**config.mk**
```make
export PLATFORM = sky130hd
export DESIGN_NAME = csr_port_arbiter
export DESIGN_NICKNAME = d
export VERILOG_FILES = /design/src/rtl/csr_port_arbiter_pkg.sv /design/src/rtl/csr_port_arbiter_rmw_alu.sv /design/src/rtl/csr_port_arbiter.sv
export SDC_FILE = /design/constraint.sdc
export NUM_CORES = 1
export LEC_CHECK = 0
export CORE_MARGIN = 2
export CORE_UTILIZATION = 35
export CTS_CLUSTER_DIAMETER = 60
export DETAILED_ROUTE_END_ITERATION = 16
export GPL_TIMING_DRIVEN = 0
export PLACE_DENSITY = 0.94
export SETUP_SLACK_MARGIN = 0.3
export SLEW_MARGIN = 25
export SYNTH_ARGS = -nofsm -noshare
export SYNTH_HDL_FRONTEND = slang
export SYNTH_SLANG_ARGS = --single-unit
```
**constraint.sdc**
```tcl
create_clock -name clk -period 1.9 [get_ports clk]
set_input_delay 0.38 -clock clk [delete_from_list [all_inputs] [get_ports clk]]
set_output_delay 0.38 -clock clk [all_outputs]
set_load 0.02 [all_outputs]
```
**src/rtl/csr_port_arbiter_pkg.sv**
```systemverilog
// Shared definitions for the CSR port arbiter slice.
//   - Zicsr funct3 encodings
//   - machine-mode CSR addresses used by the trap sequencer
//   - arbiter state encoding
package csr_pkg;

  localparam logic [2:0] F3_CSRRW  = 3'b001;
  localparam logic [2:0] F3_CSRRS  = 3'b010;
  localparam logic [2:0] F3_CSRRC  = 3'b011;
  localparam logic [2:0] F3_CSRRWI = 3'b101;
  localparam logic [2:0] F3_CSRRSI = 3'b110;
  localparam logic [2:0] F3_CSRRCI = 3'b111;

  localparam logic [11:0] CSR_MTVEC    = 12'h305;
  localparam logic [11:0] CSR_MSCRATCH = 12'h340;
  localparam logic [11:0] CSR_MEPC     = 12'h341;
  localparam logic [11:0] CSR_MCAUSE   = 12'h342;

  typedef enum logic [1:0] {
    ARB_IDLE  = 2'd0,
    ARB_READ  = 2'd1,
    ARB_WRITE = 2'd2,
    ARB_DONE  = 2'd3
  } arb_state_e;

endpackage

```
**src/rtl/csr_port_arbiter_rmw_alu.sv**
```systemverilog
// Combinational read-modify-write datapath for Zicsr instructions.
// Ports:
//   funct3     - instruction funct3
//   old_value  - CSR value captured in the read phase
//   src        - rs1 value or zero-extended zimm
//   rs1_idx    - rs1 / zimm field
//   new_value  - value to write back
//   suppress   - set/clear with x0/zimm==0: no write
//   writes     - the instruction performs a write
//   illegal_op - funct3 is not a Zicsr encoding
module csr_rmw_alu
  import csr_pkg::*;
#(
  parameter int unsigned XLEN = 32
) (
  input  logic [2:0]      funct3,
  input  logic [XLEN-1:0] old_value,
  input  logic [XLEN-1:0] src,
  input  logic [4:0]      rs1_idx,
  output logic [XLEN-1:0] new_value,
  output logic            suppress,
  output logic            writes,
  output logic            illegal_op
);

  always_comb begin
    new_value  = '0;
    illegal_op = 1'b0;
    case (funct3)
      F3_CSRRW, F3_CSRRWI: new_value = src;
      F3_CSRRS, F3_CSRRSI: new_value = old_value | src;
      F3_CSRRC, F3_CSRRCI: new_value = old_value & ~src;
      default:             illegal_op = 1'b1;
    endcase
    // funct3[1] selects the set/clear family; RW forms always write.
    suppress = !illegal_op && funct3[1] && (rs1_idx == '0);
    writes   = !illegal_op && !suppress;
  end

endmodule

```
**src/rtl/csr_port_arbiter.sv**
```systemverilog
// Arbiter for the single read/write port of the CSR register file.
// The trap sequencer always wins the port; the pipeline Zicsr unit is
// sequenced as READ -> WRITE and stalled until its one-cycle ack.
// Ports:
//   clk, reset_n                 - clock, asynchronous active-low reset
//   trap_active/we/addr/wdata    - trap sequencer port request
//   trap_csr_rdata               - CSR file read data to the trap sequencer
//   csr_req/funct3/addr/src/rs1  - pipeline Zicsr request
//   csr_ack, csr_illegal         - completion / illegal pulse
//   csr_old_value                - pre-write CSR value for rd
//   pipe_stall                   - stall request to the pipeline
//   csr_file_we/addr/wdata/rdata - CSR file port
module csr_port_arbiter
  import csr_pkg::*;
#(
  parameter int unsigned XLEN     = 32,
  parameter bit          RO_CHECK = 1'b1
) (
  input  logic            clk,
  input  logic            reset_n,
  input  logic            trap_active,
  input  logic            trap_csr_we,
  input  logic [11:0]     trap_csr_addr,
  input  logic [XLEN-1:0] trap_csr_wdata,
  output logic [XLEN-1:0] trap_csr_rdata,
  input  logic            csr_req,
  input  logic [2:0]      csr_funct3,
  input  logic [11:0]     csr_addr,
  input  logic [XLEN-1:0] csr_src,
  input  logic [4:0]      csr_rs1_idx,
  output logic            csr_ack,
  output logic            csr_illegal,
  output logic [XLEN-1:0] csr_old_value,
  output logic            pipe_stall,
  output logic            csr_file_we,
  output logic [11:0]     csr_file_addr,
  output logic [XLEN-1:0] csr_file_wdata,
  input  logic [XLEN-1:0] csr_file_rdata
);

  arb_state_e      state;
  logic [XLEN-1:0] new_value;
  logic            suppress;
  logic            writes;
  logic            illegal_op;
  logic            ro_violation;

  csr_rmw_alu #(.XLEN(XLEN)) u_rmw_alu (
    .funct3     (csr_funct3),
    .old_value  (csr_old_value),
    .src        (csr_src),
    .rs1_idx    (csr_rs1_idx),
    .new_value  (new_value),
    .suppress   (suppress),
    .writes     (writes),
    .illegal_op (illegal_op)
  );

  // Read-only CSR space is addr[11:10]==2'b11; only actual writes trap.
  assign ro_violation = RO_CHECK && (csr_addr[11:10] == 2'b11) && writes;

  // csr_ack/csr_illegal are registered on entry to DONE so they are high
  // exactly for the DONE cycle.
  always_ff @(posedge clk or negedge reset_n) begin
    if (!reset_n) begin
      state         <= ARB_IDLE;
      csr_ack       <= 1'b0;
      csr_illegal   <= 1'b0;
      csr_old_value <= '0;
    end else begin
      csr_ack     <= 1'b0;
      csr_illegal <= 1'b0;
      case (state)
        ARB_IDLE: begin
          if (csr_req && !trap_active) begin
            if (illegal_op) begin
              state       <= ARB_DONE;
              csr_ack     <= 1'b1;
              csr_illegal <= 1'b1;
            end else begin
              state <= ARB_READ;
            end
          end
        end
        ARB_READ: begin
          if (trap_active || !csr_req) begin
            state <= ARB_IDLE;
          end else begin
            csr_old_value <= csr_file_rdata;
            if (ro_violation) begin
              state       <= ARB_DONE;
              csr_ack     <= 1'b1;
              csr_illegal <= 1'b1;
            end else if (suppress) begin
              state   <= ARB_DONE;
              csr_ack <= 1'b1;
            end else begin
              state <= ARB_WRITE;
            end
          end
        end
        ARB_WRITE: begin
          if (trap_active || !csr_req) begin
            state <= ARB_IDLE;
          end else begin
            state   <= ARB_DONE;
            csr_ack <= 1'b1;
          end
        end
        default: state <= ARB_IDLE;
      endcase
    end
  end

  // Port mux. Held at zero while reset is asserted so the file sees no
  // access even if a requester is still driving.
  always_comb begin
    csr_file_we    = 1'b0;
    csr_file_addr  = '0;
    csr_file_wdata = '0;
    if (reset_n) begin
      if (trap_active) begin
        csr_file_we    = trap_csr_we;
        csr_file_addr  = trap_csr_addr;
        csr_file_wdata = trap_csr_wdata;
      end else if (state == ARB_READ) begin
        csr_file_addr = csr_addr;
      end else if (state == ARB_WRITE) begin
        csr_file_addr  = csr_addr;
        csr_file_wdata = new_value;
        // A flushed request must not commit its write.
        csr_file_we    = csr_req && !suppress;
      end
    end
  end

  assign trap_csr_rdata = csr_file_rdata;
  assign pipe_stall     = reset_n && csr_req && (state != ARB_DONE);

endmodule

```
==> results of run 1 <==
[state kept, by name (all words and copies together) (netlist names)]
register / count
csr_old_value: 32
state: 2
csr_ack: 1
csr_illegal: 1
[critical path, cell delays in order (launching register included)]
cell and delay [ns]:
dfrtp_2 0.46, nor3b_4 0.22, buf_6 0.19, buf_8 0.15
o21ai_2 0.06, a21oi_2 0.16, buf_6 0.14
[metrics by stage]
stage	instances	utilization (%)	total power [W]	area, µm²	setup slack [ns]
2_1_floorplan	417	-	0.001980	3478	0.2392
3_5_place_dp	771	66.23	0.002976	6062	-1.313
6_report	804	71.17	0.003474	6514	-0.1557
3_3_place_gp	770	65.99	0.002918	6040	-2.453
5_1_grt	804	71.17	0.003679	6514	-0.2278
4_1_cts	798	69.84	0.003461	6392	-0.1572
[power by group through the flow]
stage / logic, W / registers [W] / clock network (W)
2_1_floorplan: 0.000670 / 0.00131 / 0
4_1_cts: 0.00182 / 0.00108 / 0.000560
3_3_place_gp: 0.00182 / 0.00109 / 0
3_5_place_dp: 0.00187 / 0.00110 / 0
6_report: 0.00186 / 0.00109 / 0.000526
5_1_grt: 0.00197 / 0.00112 / 0.000589
[area by class of cell]
cell class / count / area, µm² / area share [%]
buffer: 62 / 535.5 / 8.221
timing repair buffer: 269 / 2582 / 39.65
tap: 111 / 138.9 / 2.132
multi-input combinational: 317 / 2268 / 34.83
inverter: 2 / 7.507 / 0.1153
sequential: 36 / 903.4 / 13.87
clock inverter: 1 / 5.005 / 0.07683
clock buffer: 6 / 72.57 / 1.114
[cell usage in the layout, fill, tap and decap left out, types with 2 or more instances in the layout]
| cell | count |
|---|---|
| a21boi_2 | 11 |
| a21oi_1 | 32 |
| a21oi_2 | 32 |
| and2_1 | 32 |
| buf_16 | 3 |
| buf_2 | 33 |
| buf_4 | 60 |
| buf_6 | 43 |
| buf_8 | 5 |
| bufbuf_16 | 2 |
| clkbuf_1 | 4 |
| clkbuf_16 | 3 |
| clkbuf_2 | 9 |
| clkbuf_4 | 3 |
| clkbuf_8 | 8 |
| clkdlybuf4s50_1 | 127 |
| dfrtp_1 | 34 |
| dfrtp_2 | 2 |
| dlygate4sd2_1 | 34 |
| dlygate4sd3_1 | 2 |
| mux2_1 | 32 |
| nand2_1 | 15 |
| nand3_1 | 3 |
| nand3b_1 | 12 |
| nor2_1 | 4 |
| nor2b_1 | 66 |
| o211ai_1 | 3 |
| o21ai_0 | 13 |
| o21ai_1 | 35 |
| o21ai_2 | 13 |
| o21ai_4 | 5 |
[repair_timing]
| item | 4_1_cts | 5_1_grt |
|---|---|---|
| buffers inserted | 14 | 3 |
| endpoints found under the setup margin | 147 | 95 |
| cloned | 5 | 2 |
| hold endpoints to repair | 9 | 9 |
| gates resized for setup | 459 | 52 |
| pin swaps | 10 | 18 |
| hold buffers | 1 | 1 |
[cells by family (layout without fill, tap and decap cells)]
family | after synthesis | after routing | share of synthesized area [%]
AND/OR/NAND/NOR | 138 | 138 | 25.73
AO/OA/AOI/OAI | 146 | 146 | 23.47
buffers and inverters | 64 | 340 | 12.06
flip-flops | 36 | 36 | 27.48
multiplexers | 32 | 32 | 10.99
XOR/XNOR | 1 | 1 | 0.2672
[layer usage]
metal  wire [µm]  GRT usage (%)  vias to the layer above  part of all wire [%]
met1        5393          29.40                     2027                    36
li1            -              -                     1970                     -
met5           0              0                        -                     0
met4         346          9.062                        0                   2.3
met3        1168          7.351                       31                   7.9
met2        7906          51.85                      198                    53
[how the worst min path moves through the flow]
stage | from | endpoint | slack, ns | depth (start not counted)
finish | reset_n | state[1] | 0.22 | 4
global route | reset_n | state[1] | 0.22 | 4
CTS | reset_n | csr_old_value[14] | 0.004 | 1
detailed placement | reset_n | csr_old_value[2] | 0.38 | 1
global placement | csr_old_value[3] | csr_old_value[3] | 0.49 | 1
floorplan | reset_n | csr_ack | 0.08 | 0
==> impl_metrics.csv, run 1 <==
group,metric,value,unit
run_status,status,"finished with violations",
run_status,violations,"setup timing",
logic_synthesis,ys_ff_latch,36,
logic_synthesis,synth_top_area_share,27.48,%
setup_path,required,1.52,ns
clocking,clkSlewWorstSetupHoldPaths,0.08,ns
setup_path,reg2reg_from,"state[1]",
logic_synthesis,yosys_warnings,0,
cells_and_area,drive_gt1_share,34.34,%
pwr,power.density,533.4,nW/µm²
detailed_routing,vias,4226,
clocking,clock_path_buffers,2,
die,die_area,10160,µm²
pwr,sw_frac_of_total,37.76,%
pwr,share_seq_of_total_power,31.3,%
setup_path,critPathCapture,"csr_file_wdata[12]",
logic_synthesis,ys.flop_type,"dfrtp_1",
timing,max_freq,486.5,MHz
timing,finalSetupViolCount,45,
timing,timing.final.max_slew_violations,0,
pwr,p_clk_share,15.1,%
logic_synthesis,synth_area_per_cell,7.861,µm²
pwr,combPwrFrac,53.6,%
logic_synthesis,yosysTopAreaCell,"dfrtp_1",
cells_and_area,area_delta_synth_final,98.70,%
die,rows,35,
logic_synthesis,ys_top_cells_by_count,"nor2b_1, a21oi_1, o21ai_1",
detailed_routing,drt_iter0_drc,106,
logic_synthesis,async_flop_share,100.0,%
setup_path,cp_data_arrival_time,1.68,ns
logic_synthesis,yosysSeqAreaShare,27.48,%
setup_path,endpoint_kind,"output pin",
detailed_routing,drt_first_pass_iters,4,
die,fp.coreArea,9153,µm²
place,dp_hpwl,10.74,mm
global_routing,grt_pass1_wl,21.89,mm
setup_path,rrSetupSlack,0.15,ns
logic_synthesis,synthTopCellsByArea,"dfrtp_1, nor2b_1, mux2_1",
pwr,vdd_drop_max,330.0,µV
cells_and_area,diodes,0,
clocking,cts_tree,"yes",
setup_path,start_kind,"register",
clocking,clk_latency,0.28,ns
timing,fin_tns_setup,-4.302,ns
pwr,switchingPower,0.001312,W
global_routing,grt_max_degree,11,
place,place_congestion,0.8120,
setup_path,crit_type,"register to output pin",
logic_synthesis,syn-cell-area,3278,µm²
timing,clock_skew,0.005586,ns
logic_synthesis,synth_edf_count,0,
setup_path,reg2reg_depth,5,
clocking,cts_made_buffers,5,
detailed_routing,wl_per_cell,18.43,µm
timing,tightest_slew,0.4980,ns
die,die_h,100.8,µm
timing,finalHoldViolations,0,
cells_and_area,fill_cells,695,
detailed_routing,drc,0,
global_routing,antenna_found_initial,0,
detailed_routing,via_per_inst,5.256,
die,die_x,100.8,µm
clocking,clockRootBuffer,"clkbuf_8",
global_routing,grt-ovfl-total,0,
clocking,cts.sinks,36,
pwr,p_int,0.002162,W
cells_and_area,fin_nets,826,
die,start_util,35.82,%
timing,maxSlewHeadroom,66.69,%
detailed_routing,drtAntennaViolNets,0,
hold_path,min_path_type,"input port to asynchronous set/reset pin",
timing,fin_crit_sh,108.2,%
setup_path,path_max_fanout,5,
timing,setup_ws,-0.1557,ns
logic_synthesis,synth_nets,550,
logic_synthesis,yosysUniqueCellTypes,27,
place,portBuffers,242,
logic_synthesis,synth_most_common_cell,"nor2b_1",
setup_path,crit_path_start,"state[0]",
timing,min_period,2.056,ns
global_routing,grt_use_total,27.50,%
die,pin_count,245,
timing,hold_ws,0.2181,ns
flow_run,drv_cap,0,
timing,rsz0062_at_grt,"yes",
global_routing,grt_pass1_vias,4431,
clocking,htree_levels,2,
pwr,leakage,2.760,nW
setup_path,reg2reg_to,"csr_old_value[24]",
logic_synthesis,synthCells,417,
detailed_routing,postRouteWirelength,14.81,mm
Power figures use the tool's default switching activity.
==> run 2: changes to the inputs <==
--- a/config.mk
+++ b/config.mk
@@ -11,7 +11,7 @@
 export DETAILED_ROUTE_END_ITERATION = 16
 export GPL_TIMING_DRIVEN = 0
 export PLACE_DENSITY = 0.94
-export SETUP_SLACK_MARGIN = 0.3
+export SETUP_SLACK_MARGIN = 0.02
 export SLEW_MARGIN = 25
 export SYNTH_ARGS = -nofsm -noshare
 export SYNTH_HDL_FRONTEND = slang
==> run 2 against run 1 <==
  * Total power increased by 5.7%
  * First-iteration DRC count is 33% higher
  * Global-route usage rose by 0.44 points
  * Clock-buffer cell count grew 1
  * Highest routed layer unchanged
  * The flow still finishes with violations (setup timing)
  * Utilization decreased by 0.12 points
  * Via count barely moved
  * Setup slack got worse by 0.063 ns
  * Maximum frequency shrank 3.0%
  * Register-to-register slack lost 0.18 ns
  * Clock skew up 0.0014 ns
  * Sequential share of layout area about the same
==> impl_metrics.csv, run 2 (synthesis results as in run 1) <==
group,metric,value,unit
run_status,status,"finished with violations",
run_status,violations,"setup timing",
place,dp.cells,771,
setup_path,cpMaxStageDelayCell,"dfrtp_2",
setup_path,slowest_delay,0.44,ns
die,start_util,35.82,%
global_routing,antenna_found_initial,0,
setup_path,worst-path-buf-inv,4,
cells_and_area,final_cells,801,
setup_path,crit_type,"register to output pin",
cells_and_area,diodes,0,
clocking,clk_latency,0.29,ns
pwr,leakage,2.690,nW
detailed_routing,drt_first_pass_iters,4,
clocking,clockRootBuffer,"clkbuf_8",
global_routing,grt_pass1_wl,22.02,mm
cells_and_area,top_register,"csr_old_value",
cells_and_area,reg.largest.list,"csr_old_value: 32 flops, state: 2 flops",
setup_path,cp_data_arrival_time,1.74,ns
detailed_routing,vias,4230,
timing,hold_ws,0.1161,ns
timing,fin_crit_sh,111.5,%
setup_path,critPathMostFrequentCell,"buf_4",
pwr,power.density,564.8,nW/µm²
detailed_routing,via_per_inst,5.281,
cells_and_area,drive_gt1_share,27.39,%
place,portBuffers,242,
clocking,cts_made_buffers,5,
flow_run,drv_cap,0,
setup_path,path_max_fanout,5,
global_routing,grt_pass1_vias,4451,
die,rows,35,
setup_path,cpLargestDelayFamily,"buffers and inverters",
global_routing,grt_use_total,27.93,%
detailed_routing,postRouteWirelength,15.02,mm
clocking,htree_levels,2,
timing,setup_ws,-0.2189,ns
cells_and_area,final_cell_mix,"clkdlybuf4s50_1, buf_4, nor2b_1, a21oi_1, dfrtp_1",
timing,finalHoldViolations,0,
die,pin_count,245,
cells_and_area,fin_nets,823,
setup_path,required,1.52,ns
place,place_congestion,0.8723,
clocking,cts_tree,"yes",
detailed_routing,drtAntennaViolNets,0,
setup_path,start_kind,"register",
timing,timing.final.max_slew_violations,0,
place,dp_hpwl,10.90,mm
global_routing,grt-ovfl-total,0,
timing,fin_tns_setup,-7.134,ns
die,die_x,100.8,µm
detailed_routing,drc,0,
pwr,fin_total_pwr,0.003673,W
die,die_h,100.8,µm
cells_and_area,final-seq-area,903.4,µm²
detailed_routing,drt_iter0_drc,141,
timing,min_period,2.119,ns
timing,rsz0062_at_grt,"yes",
clocking,cts.sinks,36,
pwr,vdd_drop_max,403.8,µV
hold_path,min_path_type,"input port to asynchronous set/reset pin",
global_routing,grt_max_degree,19,
timing,maxSlewHeadroom,40.87,%
cells_and_area,largest_register_ffs,32,
setup_path,endpoint_kind,"output pin",
cells_and_area,fill_cells,718,
clocking,clock_path_buffers,2,
cells_and_area,multi_input_area,2226,µm²
timing,max_freq,471.9,MHz
timing,clock_skew,0.007014,ns
setup_path,path_cells,"buf_4 -> xor2_4 -> buf_4 -> buf_6 -> nand3b_1 -> a21boi_2 -> buf_4",
cells_and_area,area_delta_synth_final,98.36,%
die,fp.coreArea,9153,µm²
timing,finalSetupViolCount,68,
clocking,clkSlewWorstSetupHoldPaths,0.08,ns
cells_and_area,final_common_cell,"clkdlybuf4s50_1",
timing,tightest_slew,0.8840,ns
die,die_area,10160,µm²
detailed_routing,wl_per_cell,18.75,µm
## run 2: changes by cell type in the layout (fill, tap and decap cells not counted), moves of 9 or more
cell	previous run	this run
a21boi_1	1	11
buf_2	33	3
buf_4	60	72
a21oi_1	32	47
o21ai_1	35	26
buf_6	43	30
a21oi_2	32	17
a21boi_2	11	1
clkdlybuf4s50_1	127	161
o21ai_2	13	22
## run 2: cell type report
type	count	share of cell area (%)
plain buffers	62	7.524
clock buffers	7	1.482
inverters	2	0.1155
multi-input cells	317	34.23
flip-flops and latches	36	13.89
well taps	111	2.136
repair buffers	266	40.62
## run 2: power by group
group	switching [W]	internal (W)	total, W
clock network	0.000285	0.000324	0.000609
logic	0.000904	0.00106	0.00197
registers	0.000142	0.000955	0.00110
## run 2: per-layer routing
layer / GRT usage, % / share of wire [%] / wire (µm) / vias up
met1: 28.71 / 35 / 5294 / 1998
met5: 0 / 0 / 0 / -
li1: - / - / - / 1962
met3: 5.825 / 7.7 / 1162 / 44
met4: 11.91 / 3.1 / 469 / 0
met2: 53.95 / 54 / 8090 / 226
## run 2: worst paths after layout
kind | startpoint | to | slack, ns | cells after the start
max | state[0] | csr_file_addr[10] | -0.22 | 7
min | reset_n | csr_illegal | 0.12 | 2
max reg2reg | state[1] | csr_old_value[8] | -0.03 | 6
min reg2reg | csr_old_value[29] | csr_old_value[29] | 0.51 | 1
max in group asynchronous | reset_n | csr_old_value[15] | 0.59 | 2
min in group clk | csr_old_value[29] | csr_old_value[29] | 0.51 | 1
## run 2: metrics by stage
step | utilization (%) | instance area, µm² | worst slack, ns
4_1_cts | 67.75 | 6201 | -0.1883
2_1_floorplan | - | 3278 | 0.07371
3_3_place_gp | 63.80 | 5839 | -2.489
5_1_grt | 71.05 | 6502 | -0.2776
3_5_place_dp | 64.05 | 5862 | -1.353
6_report | 71.05 | 6502 | -0.2189
## run 2: timing repair
| item | CTS | global route |
|---|---|---|
| hold endpoints to repair | 18 | 0 |
| pin swaps | 18 | 23 |
| hold buffers | 2 | 0 |
| buffers inserted | 10 | 7 |
| cloned | 4 | 1 |
| endpoints found under the setup margin | 80 | 74 |
| gates resized for setup | 344 | 66 |
